## src/rtl/cpu_ctrl_pkg.sv

```systemverilog
// cpu_ctrl_pkg
// Shared definitions for the sequenced control unit: opcode map, FSM state
// encoding and register-file write-back source codes.
package cpu_ctrl_pkg;

  localparam int unsigned OP_ADD   = 0;
  localparam int unsigned OP_SUB   = 1;
  localparam int unsigned OP_AND   = 2;
  localparam int unsigned OP_OR    = 3;
  localparam int unsigned OP_XOR   = 4;
  localparam int unsigned OP_NOT   = 5;
  localparam int unsigned OP_SHL   = 6;
  localparam int unsigned OP_SHR   = 7;
  localparam int unsigned OP_JMP   = 8;
  localparam int unsigned OP_JZ    = 9;
  localparam int unsigned OP_LOAD  = 10;
  localparam int unsigned OP_STORE = 11;
  localparam int unsigned OP_LDI   = 12;
  localparam int unsigned OP_CMP   = 13;
  localparam int unsigned OP_NOP   = 14;
  localparam int unsigned OP_HALT  = 15;

  typedef enum logic [2:0] {
    ST_RST    = 3'd0,
    ST_FETCH  = 3'd1,
    ST_DECODE = 3'd2,
    ST_EXEC   = 3'd3,
    ST_MEM    = 3'd4,
    ST_WB     = 3'd5,
    ST_HALT   = 3'd6
  } state_t;

  localparam logic [1:0] WB_ALU = 2'b00;
  localparam logic [1:0] WB_RAM = 2'b01;
  localparam logic [1:0] WB_IMM = 2'b10;

endpackage

```

## src/rtl/instr_decoder.sv

```systemverilog
// instr_decoder
// Combinational split of an instruction word into its fields plus one-hot
// style opcode class flags.
// Ports:
//   ir       in  INSTR_W     instruction word
//   opc      out OPC_W       opcode field (MSBs)
//   reg1     out REG_ADDR_W  destination / first source select
//   reg2     out REG_ADDR_W  second source select
//   imm      out RAM_ADDR_W  address / immediate field (LSBs)
//   is_*     out 1           opcode class flags
module instr_decoder
  import cpu_ctrl_pkg::*;
#(
  parameter int OPC_W      = 4,
  parameter int REG_ADDR_W = 2,
  parameter int RAM_ADDR_W = 8,
  parameter int INSTR_W    = 16
) (
  input  logic [INSTR_W-1:0]    ir,
  output logic [OPC_W-1:0]      opc,
  output logic [REG_ADDR_W-1:0] reg1,
  output logic [REG_ADDR_W-1:0] reg2,
  output logic [RAM_ADDR_W-1:0] imm,
  output logic                  is_alu,
  output logic                  is_jmp,
  output logic                  is_jz,
  output logic                  is_ld,
  output logic                  is_st,
  output logic                  is_ldi,
  output logic                  is_cmp,
  output logic                  is_halt
);

  assign opc  = ir[INSTR_W-1 -: OPC_W];
  assign reg1 = ir[INSTR_W-OPC_W-1 -: REG_ADDR_W];
  assign reg2 = ir[INSTR_W-OPC_W-REG_ADDR_W-1 -: REG_ADDR_W];
  assign imm  = ir[RAM_ADDR_W-1:0];

  // Opcodes below JMP form the ALU class.
  assign is_alu  = (opc <  OPC_W'(OP_JMP));
  assign is_jmp  = (opc == OPC_W'(OP_JMP));
  assign is_jz   = (opc == OPC_W'(OP_JZ));
  assign is_ld   = (opc == OPC_W'(OP_LOAD));
  assign is_st   = (opc == OPC_W'(OP_STORE));
  assign is_ldi  = (opc == OPC_W'(OP_LDI));
  assign is_cmp  = (opc == OPC_W'(OP_CMP));
  assign is_halt = (opc == OPC_W'(OP_HALT));

endmodule

```

## src/rtl/seq_control_unit.sv

```systemverilog
// seq_control_unit
// Multi-cycle instruction sequencer: owns the PC, fetches over a req/ack
// port, decodes and drives ALU, register-file and data-RAM control.
// Ports:
//   clk, rst_n                 clock, async active-low reset
//   imem_req/adr/ack/data      instruction fetch port (adr = pc)
//   alu_code, alu_zero         ALU operation select / zero result
//   reg1, reg2, reg_read,
//   reg_write, wb_sel, imm     register-file control and immediate
//   ram_req/we/adr/ack         data RAM port
//   pc_jump, pc, halted        PC status
//
// state    | meaning
// ---------+---------------------------------------------------
// ST_RST   | reset state, all requests low, leaves next cycle
// ST_FETCH | imem_req high until imem_ack; latch IR, pc+1
// ST_DECODE| register-file read
// ST_EXEC  | flag update, jump resolution, dispatch by opcode
// ST_MEM   | data RAM access held until ram_ack
// ST_WB    | single-cycle register write-back
// ST_HALT  | absorbing, reset only exit
module seq_control_unit
  import cpu_ctrl_pkg::*;
#(
  parameter int OPC_W      = 4,
  parameter int REG_ADDR_W = 2,
  parameter int RAM_ADDR_W = 8,
  parameter int INSTR_W    = 16
) (
  input  logic                  clk,
  input  logic                  rst_n,
  output logic                  imem_req,
  output logic [RAM_ADDR_W-1:0] imem_adr,
  input  logic                  imem_ack,
  input  logic [INSTR_W-1:0]    imem_data,
  output logic [OPC_W-1:0]      alu_code,
  input  logic                  alu_zero,
  output logic [REG_ADDR_W-1:0] reg1,
  output logic [REG_ADDR_W-1:0] reg2,
  output logic                  reg_read,
  output logic                  reg_write,
  output logic [1:0]            wb_sel,
  output logic [RAM_ADDR_W-1:0] imm,
  output logic                  ram_req,
  output logic                  ram_we,
  output logic [RAM_ADDR_W-1:0] ram_adr,
  input  logic                  ram_ack,
  output logic                  pc_jump,
  output logic [RAM_ADDR_W-1:0] pc,
  output logic                  halted
);

  state_t                state_q, state_nxt;
  logic [INSTR_W-1:0]    ir_q, ir_nxt;
  logic [RAM_ADDR_W-1:0] pc_nxt;
  logic                  zflag_q, zflag_nxt;

  logic [OPC_W-1:0]      d_opc;
  logic [REG_ADDR_W-1:0] d_reg1, d_reg2;
  logic [RAM_ADDR_W-1:0] d_imm;
  logic d_is_alu, d_is_jmp, d_is_jz, d_is_ld, d_is_st, d_is_ldi, d_is_cmp, d_is_halt;

  logic                  fields_on;
  logic                  imem_req_d, reg_read_d, reg_write_d, ram_req_d, ram_we_d;
  logic                  pc_jump_d, halted_d;
  logic [OPC_W-1:0]      alu_code_d;
  logic [REG_ADDR_W-1:0] reg1_d, reg2_d;
  logic [RAM_ADDR_W-1:0] imm_d, ram_adr_d;
  logic [1:0]            wb_sel_d;

  // IR only changes on a fetch ack; decoding the next IR lets the outputs
  // for the coming state be registered while still reflecting the new word.
  always_comb begin
    ir_nxt = ir_q;
    if (state_q == ST_FETCH && imem_ack) ir_nxt = imem_data;
  end

  instr_decoder #(
    .OPC_W      (OPC_W),
    .REG_ADDR_W (REG_ADDR_W),
    .RAM_ADDR_W (RAM_ADDR_W),
    .INSTR_W    (INSTR_W)
  ) u_dec (
    .ir      (ir_nxt),
    .opc     (d_opc),
    .reg1    (d_reg1),
    .reg2    (d_reg2),
    .imm     (d_imm),
    .is_alu  (d_is_alu),
    .is_jmp  (d_is_jmp),
    .is_jz   (d_is_jz),
    .is_ld   (d_is_ld),
    .is_st   (d_is_st),
    .is_ldi  (d_is_ldi),
    .is_cmp  (d_is_cmp),
    .is_halt (d_is_halt)
  );

  always_comb begin
    state_nxt = state_q;
    pc_nxt    = pc;
    zflag_nxt = zflag_q;
    unique case (state_q)
      ST_RST:    state_nxt = ST_FETCH;
      ST_FETCH: begin
        if (imem_ack) begin
          pc_nxt    = pc + RAM_ADDR_W'(1);
          state_nxt = ST_DECODE;
        end
      end
      ST_DECODE: state_nxt = ST_EXEC;
      ST_EXEC: begin
        if (d_is_alu || d_is_cmp) zflag_nxt = alu_zero;
        if (d_is_alu || d_is_ldi)     state_nxt = ST_WB;
        else if (d_is_ld || d_is_st)  state_nxt = ST_MEM;
        else if (d_is_halt)           state_nxt = ST_HALT;
        else begin
          state_nxt = ST_FETCH;
          if (d_is_jmp || (d_is_jz && zflag_q)) pc_nxt = d_imm;
        end
      end
      ST_MEM: begin
        if (ram_ack) state_nxt = d_is_ld ? ST_WB : ST_FETCH;
      end
      ST_WB:     state_nxt = ST_FETCH;
      ST_HALT:   state_nxt = ST_HALT;
      default:   state_nxt = ST_RST;
    endcase
  end

  // Moore outputs evaluated for the state being entered, then registered.
  always_comb begin
    fields_on   = state_nxt inside {ST_DECODE, ST_EXEC, ST_MEM, ST_WB};
    imem_req_d  = (state_nxt == ST_FETCH);
    reg_read_d  = (state_nxt == ST_DECODE);
    reg_write_d = (state_nxt == ST_WB);
    ram_req_d   = (state_nxt == ST_MEM);
    ram_we_d    = ram_req_d && d_is_st;
    ram_adr_d   = ram_req_d ? d_imm : '0;
    halted_d    = (state_nxt == ST_HALT);
    // zflag is stable across DECODE->EXEC, so it resolves JZ here.
    pc_jump_d   = (state_nxt == ST_EXEC) && (d_is_jmp || (d_is_jz && zflag_q));
    reg1_d      = fields_on ? d_reg1 : '0;
    reg2_d      = fields_on ? d_reg2 : '0;
    imm_d       = fields_on ? d_imm  : '0;
    alu_code_d  = '0;
    if (fields_on && d_is_alu) alu_code_d = d_opc;
    // CMP is a subtraction whose result only feeds the zero flag.
    if (fields_on && d_is_cmp) alu_code_d = OPC_W'(OP_SUB);
    wb_sel_d    = WB_ALU;
    if (reg_write_d && d_is_ld)  wb_sel_d = WB_RAM;
    if (reg_write_d && d_is_ldi) wb_sel_d = WB_IMM;
  end

  always_ff @(posedge clk or negedge rst_n) begin
    if (!rst_n) begin
      state_q   <= ST_RST;
      ir_q      <= '0;
      pc        <= '0;
      zflag_q   <= 1'b0;
      imem_req  <= 1'b0;
      reg_read  <= 1'b0;
      reg_write <= 1'b0;
      ram_req   <= 1'b0;
      ram_we    <= 1'b0;
      ram_adr   <= '0;
      halted    <= 1'b0;
      pc_jump   <= 1'b0;
      reg1      <= '0;
      reg2      <= '0;
      imm       <= '0;
      alu_code  <= '0;
      wb_sel    <= WB_ALU;
    end else begin
      state_q   <= state_nxt;
      ir_q      <= ir_nxt;
      pc        <= pc_nxt;
      zflag_q   <= zflag_nxt;
      imem_req  <= imem_req_d;
      reg_read  <= reg_read_d;
      reg_write <= reg_write_d;
      ram_req   <= ram_req_d;
      ram_we    <= ram_we_d;
      ram_adr   <= ram_adr_d;
      halted    <= halted_d;
      pc_jump   <= pc_jump_d;
      reg1      <= reg1_d;
      reg2      <= reg2_d;
      imm       <= imm_d;
      alu_code  <= alu_code_d;
      wb_sel    <= wb_sel_d;
    end
  end

  assign imem_adr = pc;

endmodule

```

## config.mk

```make
export PLATFORM = sky130hd
export DESIGN_NAME = seq_control_unit
export DESIGN_NICKNAME = d
export VERILOG_FILES = /design/src/rtl/cpu_ctrl_pkg.sv /design/src/rtl/instr_decoder.sv /design/src/rtl/seq_control_unit.sv
export SDC_FILE = /design/constraint.sdc
export NUM_CORES = 1
export LEC_CHECK = 0
export CORE_MARGIN = 5
export CORE_UTILIZATION = 48
export CTS_CLUSTER_DIAMETER = 30
export DETAILED_ROUTE_END_ITERATION = 10
export PLACE_DENSITY = 0.79
export SLEW_MARGIN = 0
export SYNTH_ARGS = -nofsm -noshare
export SYNTH_HDL_FRONTEND = slang
export SYNTH_SLANG_ARGS = --single-unit
```

## constraint.sdc

```tcl
create_clock -name clk -period 2.4 [get_ports clk]
set_input_delay 0.48 -clock clk [delete_from_list [all_inputs] [get_ports clk]]
set_output_delay 0.48 -clock clk [all_outputs]
set_load 0.02 [all_outputs]
```

## Word-level counts from Yosys, hierarchy flattened

Cells that the tools add are included.

- Bits of input ports: 21
- Output and inout port bits: 49
- Register bits: 61
- Word-level logic and storage cells: 83

- Multiplexer cells: 22
- $lt $le $gt $ge: 1
- Add/sub/neg operators: 1
- Equality and inequality tests: 24
- Reduce and logical (&&, ||, !) cells: 18

Operator list:

| operator | count |
|---|---|
| 8-bit 2-to-1 mux | 7 |
| 4-bit == test, second input constant | 7 |
| 3-bit == test, second input constant | 6 |
| 3-bit 2-to-1 mux | 6 |
| 3-bit case mux with 6 select lines | 1 |
| 16-bit 2-to-1 mux | 1 |
| 8-bit case mux with 2 select lines | 1 |
| 3-bit by 2-bit == test with 1-bit output, second input constant | 4 |
| 2-bit inequality test, second input constant | 5 |
| 8-bit by 1-bit adder with 8-bit output, second input constant | 1 |
| 1-bit logical AND | 8 |
| 4-bit 2-to-1 mux | 2 |
| 3-bit by 1-bit == test with 1-bit output, second input constant | 2 |
| 2-bit 2-to-1 mux | 3 |
| 6-bit AND reduction | 1 |
| 1-bit logical OR | 4 |
| 4-bit < comparator, second input constant | 1 |
| 4-bit nonzero test | 1 |
| 3-bit zero test | 1 |
| 2-bit AND reduction | 1 |
| 2-bit nonzero test | 1 |
| 2-bit OR reduction | 1 |
| 1-bit 2-to-1 mux | 1 |

## Logic depth before layout (Yosys ltp)

- Depth after elaboration: 13
- Mapped depth: 7

## Cells and area by module

A second synthesis with hierarchy kept.

- Cell total of the unflattened synthesis: 232
- Area, all modules: 2772.7 um^2

By module, submodules not included:

| module | times used | cells an instance | seq. area each (um^2) | area an instance (um^2) |
|---|---|---|---|---|
| seq_control_unit | 1 | 208 | 1526.5 | 2567.5 |
| instr_decoder | 1 | 24 | 0.0 | 205.2 |

## Least setup slack after synthesis

No wires, ideal clock.

- Kind: input port to flip-flop
- From: input port imem_ack
- To: register zflag_q
- Buffers on the path: 1
- Slack: 0.542 ns
- Required time: 2.272 ns
- Arrival: 1.730 ns
- Cell stages on the path: 6
- Cell sequence: nor4bb_1 -> buf_4 -> mux2i_2 -> inv_2 -> a21oi_1 -> mux2_1

- Word-level cells in the longest chain between the ends: 5

Ends and longest elaborated chain:

| what | RTL line | RTL |
|---|---|---|
| start, declared | seq_control_unit.sv:34 | `input logic imem_ack,` |
| 1-bit logical AND * | seq_control_unit.sv:75 | `if (state_q == ST_FETCH && imem_ack) ir_nxt = imem_data;` |
| 16-bit 2-to-1 mux * | seq_control_unit.sv:75 |  |
| net d_opc[3] | seq_control_unit.sv:58 | `logic [OPC_W-1:0] d_opc;` |
| 4-bit < comparator or 4-bit == test (tied branches) | instr_decoder.sv:40, instr_decoder.sv:46 |  |
| 1-bit logical OR * | seq_control_unit.sv:113 | `if (d_is_alu \|\| d_is_cmp) zflag_nxt = alu_zero;` |
| 2-bit AND reduction (no line) * | - |  |
| end signal, assigned | seq_control_unit.sv:178 | `zflag_q <= zflag_nxt;` |
| end, declared | seq_control_unit.sv:56 | `logic zflag_q, zflag_nxt;` |

The timed path passes the listed nets; every way through them passes the cells marked *.
A chain may end at the register's enable or synchronous reset.

## Worst setup path in the final report

Same ends and word-level chain as after synthesis.

==> results_dict.tcl <==
set metrics [dict create \
    wl_per_cell_um 15.6 \
    synth_area_leaders "dfrtp_1 58%, a21oi_1 4.6%, mux2i_1 3.8%" \
    place.gp.congestion 0.842 \
    post-place-ws_ps 10.3 \
    place_inst 374 \
    post_cts_resize_count 0 \
    dr.pass1.iters 4 \
    period_share_pct 85.4 \
    netlist.area_leader.share_pct 58.3 \
    viasPerCell 5.25 \
    hp-class "in2async" \
    grt_antenna_before_repair 0 \
    path_clk_slew_ps 70 \
    grt_pass1_vias 2124 \
    grt_setup_unrepaired "no" \
    antenna_left 0 \
    grt-ovfl-total 0 \
    worstSetupStartpointType "input port" \
    grt_max_degree 35 \
    grt_pass1_wl_um 10400 \
    netlist_area_mm2 0.00262 \
    seq_power_share_pct 53.2 \
    intPower_uw 1520 \
    stdcell_area_mm2 0.00361 \
    maxCapViolations 0 \
    drc_errors 0 \
    clk_latency_ps 330 \
    clock-sinks 61 \
    ys_ff_latch 61 \
    outcome "complete, no violations" \
    critical-path-slowest-cell "clkdlybuf4s50_1" \
    cts_hold_buffers 0 \
    fp.dieArea_mm2 0.00703 \
    dp_hpwl_um 4220 \
    setup_viol 0 \
    drt_iter0_drc 164 \
    hold_ws_ps 163 \
    seq_area_frac_synth_pct 58.3 \
    cp.required_ps 2610 \
    syn_inst 236 \
    crit_family "buffers and inverters" \
    p_switching_uw 419 \
    placedInstanceArea_mm2 0.00342 \
    cts-htree-levels 3 \
    finish.net_count 337 \
    n_antenna_cell 0 \
    tightest_slew_ps 634 \
    p_leak_uw 0.00163 \
    synth_cell_types 43 \
    drv_slew 0 \
    finalWorstSetupSlack_ps 352 \
    cp-end-kind "flop" \
    syn_avg_cell_area_um2 11.1 \
    tritoncts "built" \
    slew-limit-headroom_pct 57.7 \
    numCtsBuffers 9 \
    die_h_um 83.8 \
    p_comb_share_pct 3.5 \
    placementRows 26 \
    clockBufferDepth 2 \
    fmax_mhz 488 \
    critical_path.max_fanout 3 \
    finalNonFillerCells 389 \
    cts_root_buffer "clkbuf_8" \
    switching_share_pct 21.6 \
    power_density_mw_per_mm2 537 \
    crit_arrival_ps 2260 \
    cp_cell_sequence "clkdlybuf4s50_1 > nor4bb_4 > buf_4 > mux2i_2 > inv_2 > a21oi_1 > mux2_1" \
    peakVddDrop_mv 0.341 \
    timing.reg2reg.setup_slack_ps 420 \
    critPathBufInv 3 \
    port_buffers 69 \
    fp.dieW_um 83.8 \
    wl_um 6080 \
    r2r-end "wb_sel[1]" \
    grt.total_usage_pct 18.7 \
    postCtsSetupRepairBufs 0 \
    dr_total_vias 2043 \
    power_frac_clock_pct 43.3 \
    finalCriticalPeriod_ps 2050 \
    fin_worst_skew_ps 5.47 \
    r2r-start "state_q[1]" \
    yosys.area.top_type "dfrtp_1" \
    setup_tns_ps 0 \
    criticalPathCategory "in2reg" \
    r2r_cells 5 \
    final-hold-violation-count 0 \
    critical-path-max-stage-delay_ps 480 \
    coreArea_mm2 0.00520 \
    areaGrowthSynthToFinish_pct 37.8 \
    io_pins 70 \
    yosysWarnings 0 \
    syn_nets 258 \
    drive_gt1_share_pct 15.0 \
    start_util_pct 50.3 \
]
-- cell type report --
class,instances,area (µm²)
Clock buffer,12,165
Clock inverter,3,20.0
Fill cell,400,1600
Inverter,13,48.8
Multi-Input combinational cell,144,932
Sequential cell,61,1530
Tap cell,70,87.6
Timing Repair Buffer,86,826
-- state kept, by name (all words and copies together) (netlist names) --
signal     count
imem_req       1
reg_read       1
halted         1
wb_sel         2
imm            8
zflag_q        1
reg2           2
ram_adr        8
ir_q          16
alu_code       4
state_q        3
pc_jump        1
reg_write      1
reg1           2
ram_we         1
imem_adr       8
ram_req        1
-- worst max path at each step --
stage             start          end  slack (ps)  cells past startpoint
4_1_cts        imem_ack      zflag_q         350                      7
3_5_place_dp   imem_ack      zflag_q          10                      7
5_1_grt        imem_ack  imem_adr[5]         240                      7
6_report       imem_ack      zflag_q         350                      7
2_1_floorplan  imem_ack      zflag_q         540                      6
3_3_place_gp   imem_ack      zflag_q          50                      7
-- cell families after synthesis --
kind of cell	Yosys count	share of synthesized area, %
compound gates	54	12.9
xor+xnor	1	0.335
fa+ha+maj	1	0.478
buf+inv	31	6.64
flops	61	58.3
mux	19	7.79
other cells	1	0.143
simple gates	68	13.4
-- power groups by stage --
| stage | logic [µW] | registers, µW | clock network, µW |
|---|---|---|---|
| 2_1_floorplan | 3.55 | 1050 | 0 |
| 3_3_place_gp | 69.5 | 1050 | 0 |
| 3_5_place_dp | 69.9 | 1050 | 0 |
| 4_1_cts | 70.1 | 1030 | 851 |
| 5_1_grt | 75.9 | 1030 | 903 |
| 6_report | 68.1 | 1030 | 837 |
-- stage by stage --
step / total power, µW / util [%]
final: 1940 / 69.3
after global routing: 2010 / 69.3
after CTS: 1950 / 69.3
after detailed placement: 1120 / 65.7
after global placement: 1120 / 65.7
after floorplan: 1050 / -
-- layout by cell type, fill, tap and decap left out, types with 2 or more instances in the layout --
cell             count
inv_1               12
mux2i_1             10
a21boi_0             5
a31oi_1              4
or3_1                3
nor3b_1              3
a21o_1               2
nand2_1             17
nor2_1              15
buf_4               16
mux2_2               7
o22ai_1              2
nand3_1              5
a21oi_1             24
clkdlybuf4s50_1     68
nor2b_1              4
dfrtp_1             61
clkinvlp_4           2
o21ai_0             10
nor3_1               4
and2_1               3
nand2b_1             6
clkbuf_8            12
-- cell usage after synthesis, drive strengths merged --
cell	count
clkbuf	2
a21o	2
a21oi	24
nor4b	1
inv	13
buf	16
a21boi	5
ha	1
a41oi	1
xnor2	1
nor2	15
a211oi	1
nand3	5
nor4	1
nand4	1
nor2b	5
nor4bb	2
nor3	4
o22ai	2
mux2i	11
nand2	18
nor3b	3
nand2b	6
mux2	8
a22o	1
or3	3
conb	1
a31oi	5
or4	1
and2	3
o21ai	13
dfrtp	61
-- metal layers --
metal	share of wire [%]	vias up	GRT usage, %	wire length, µm
li1	-	959	-	-
met1	45	974	24.4	2760
met2	46	89	28.7	2800
met3	5.7	21	4.34	347
met4	3.0	0	10.1	180
met5	0	-	0	0
No activity file was read; power rests on OpenSTA's default activity.
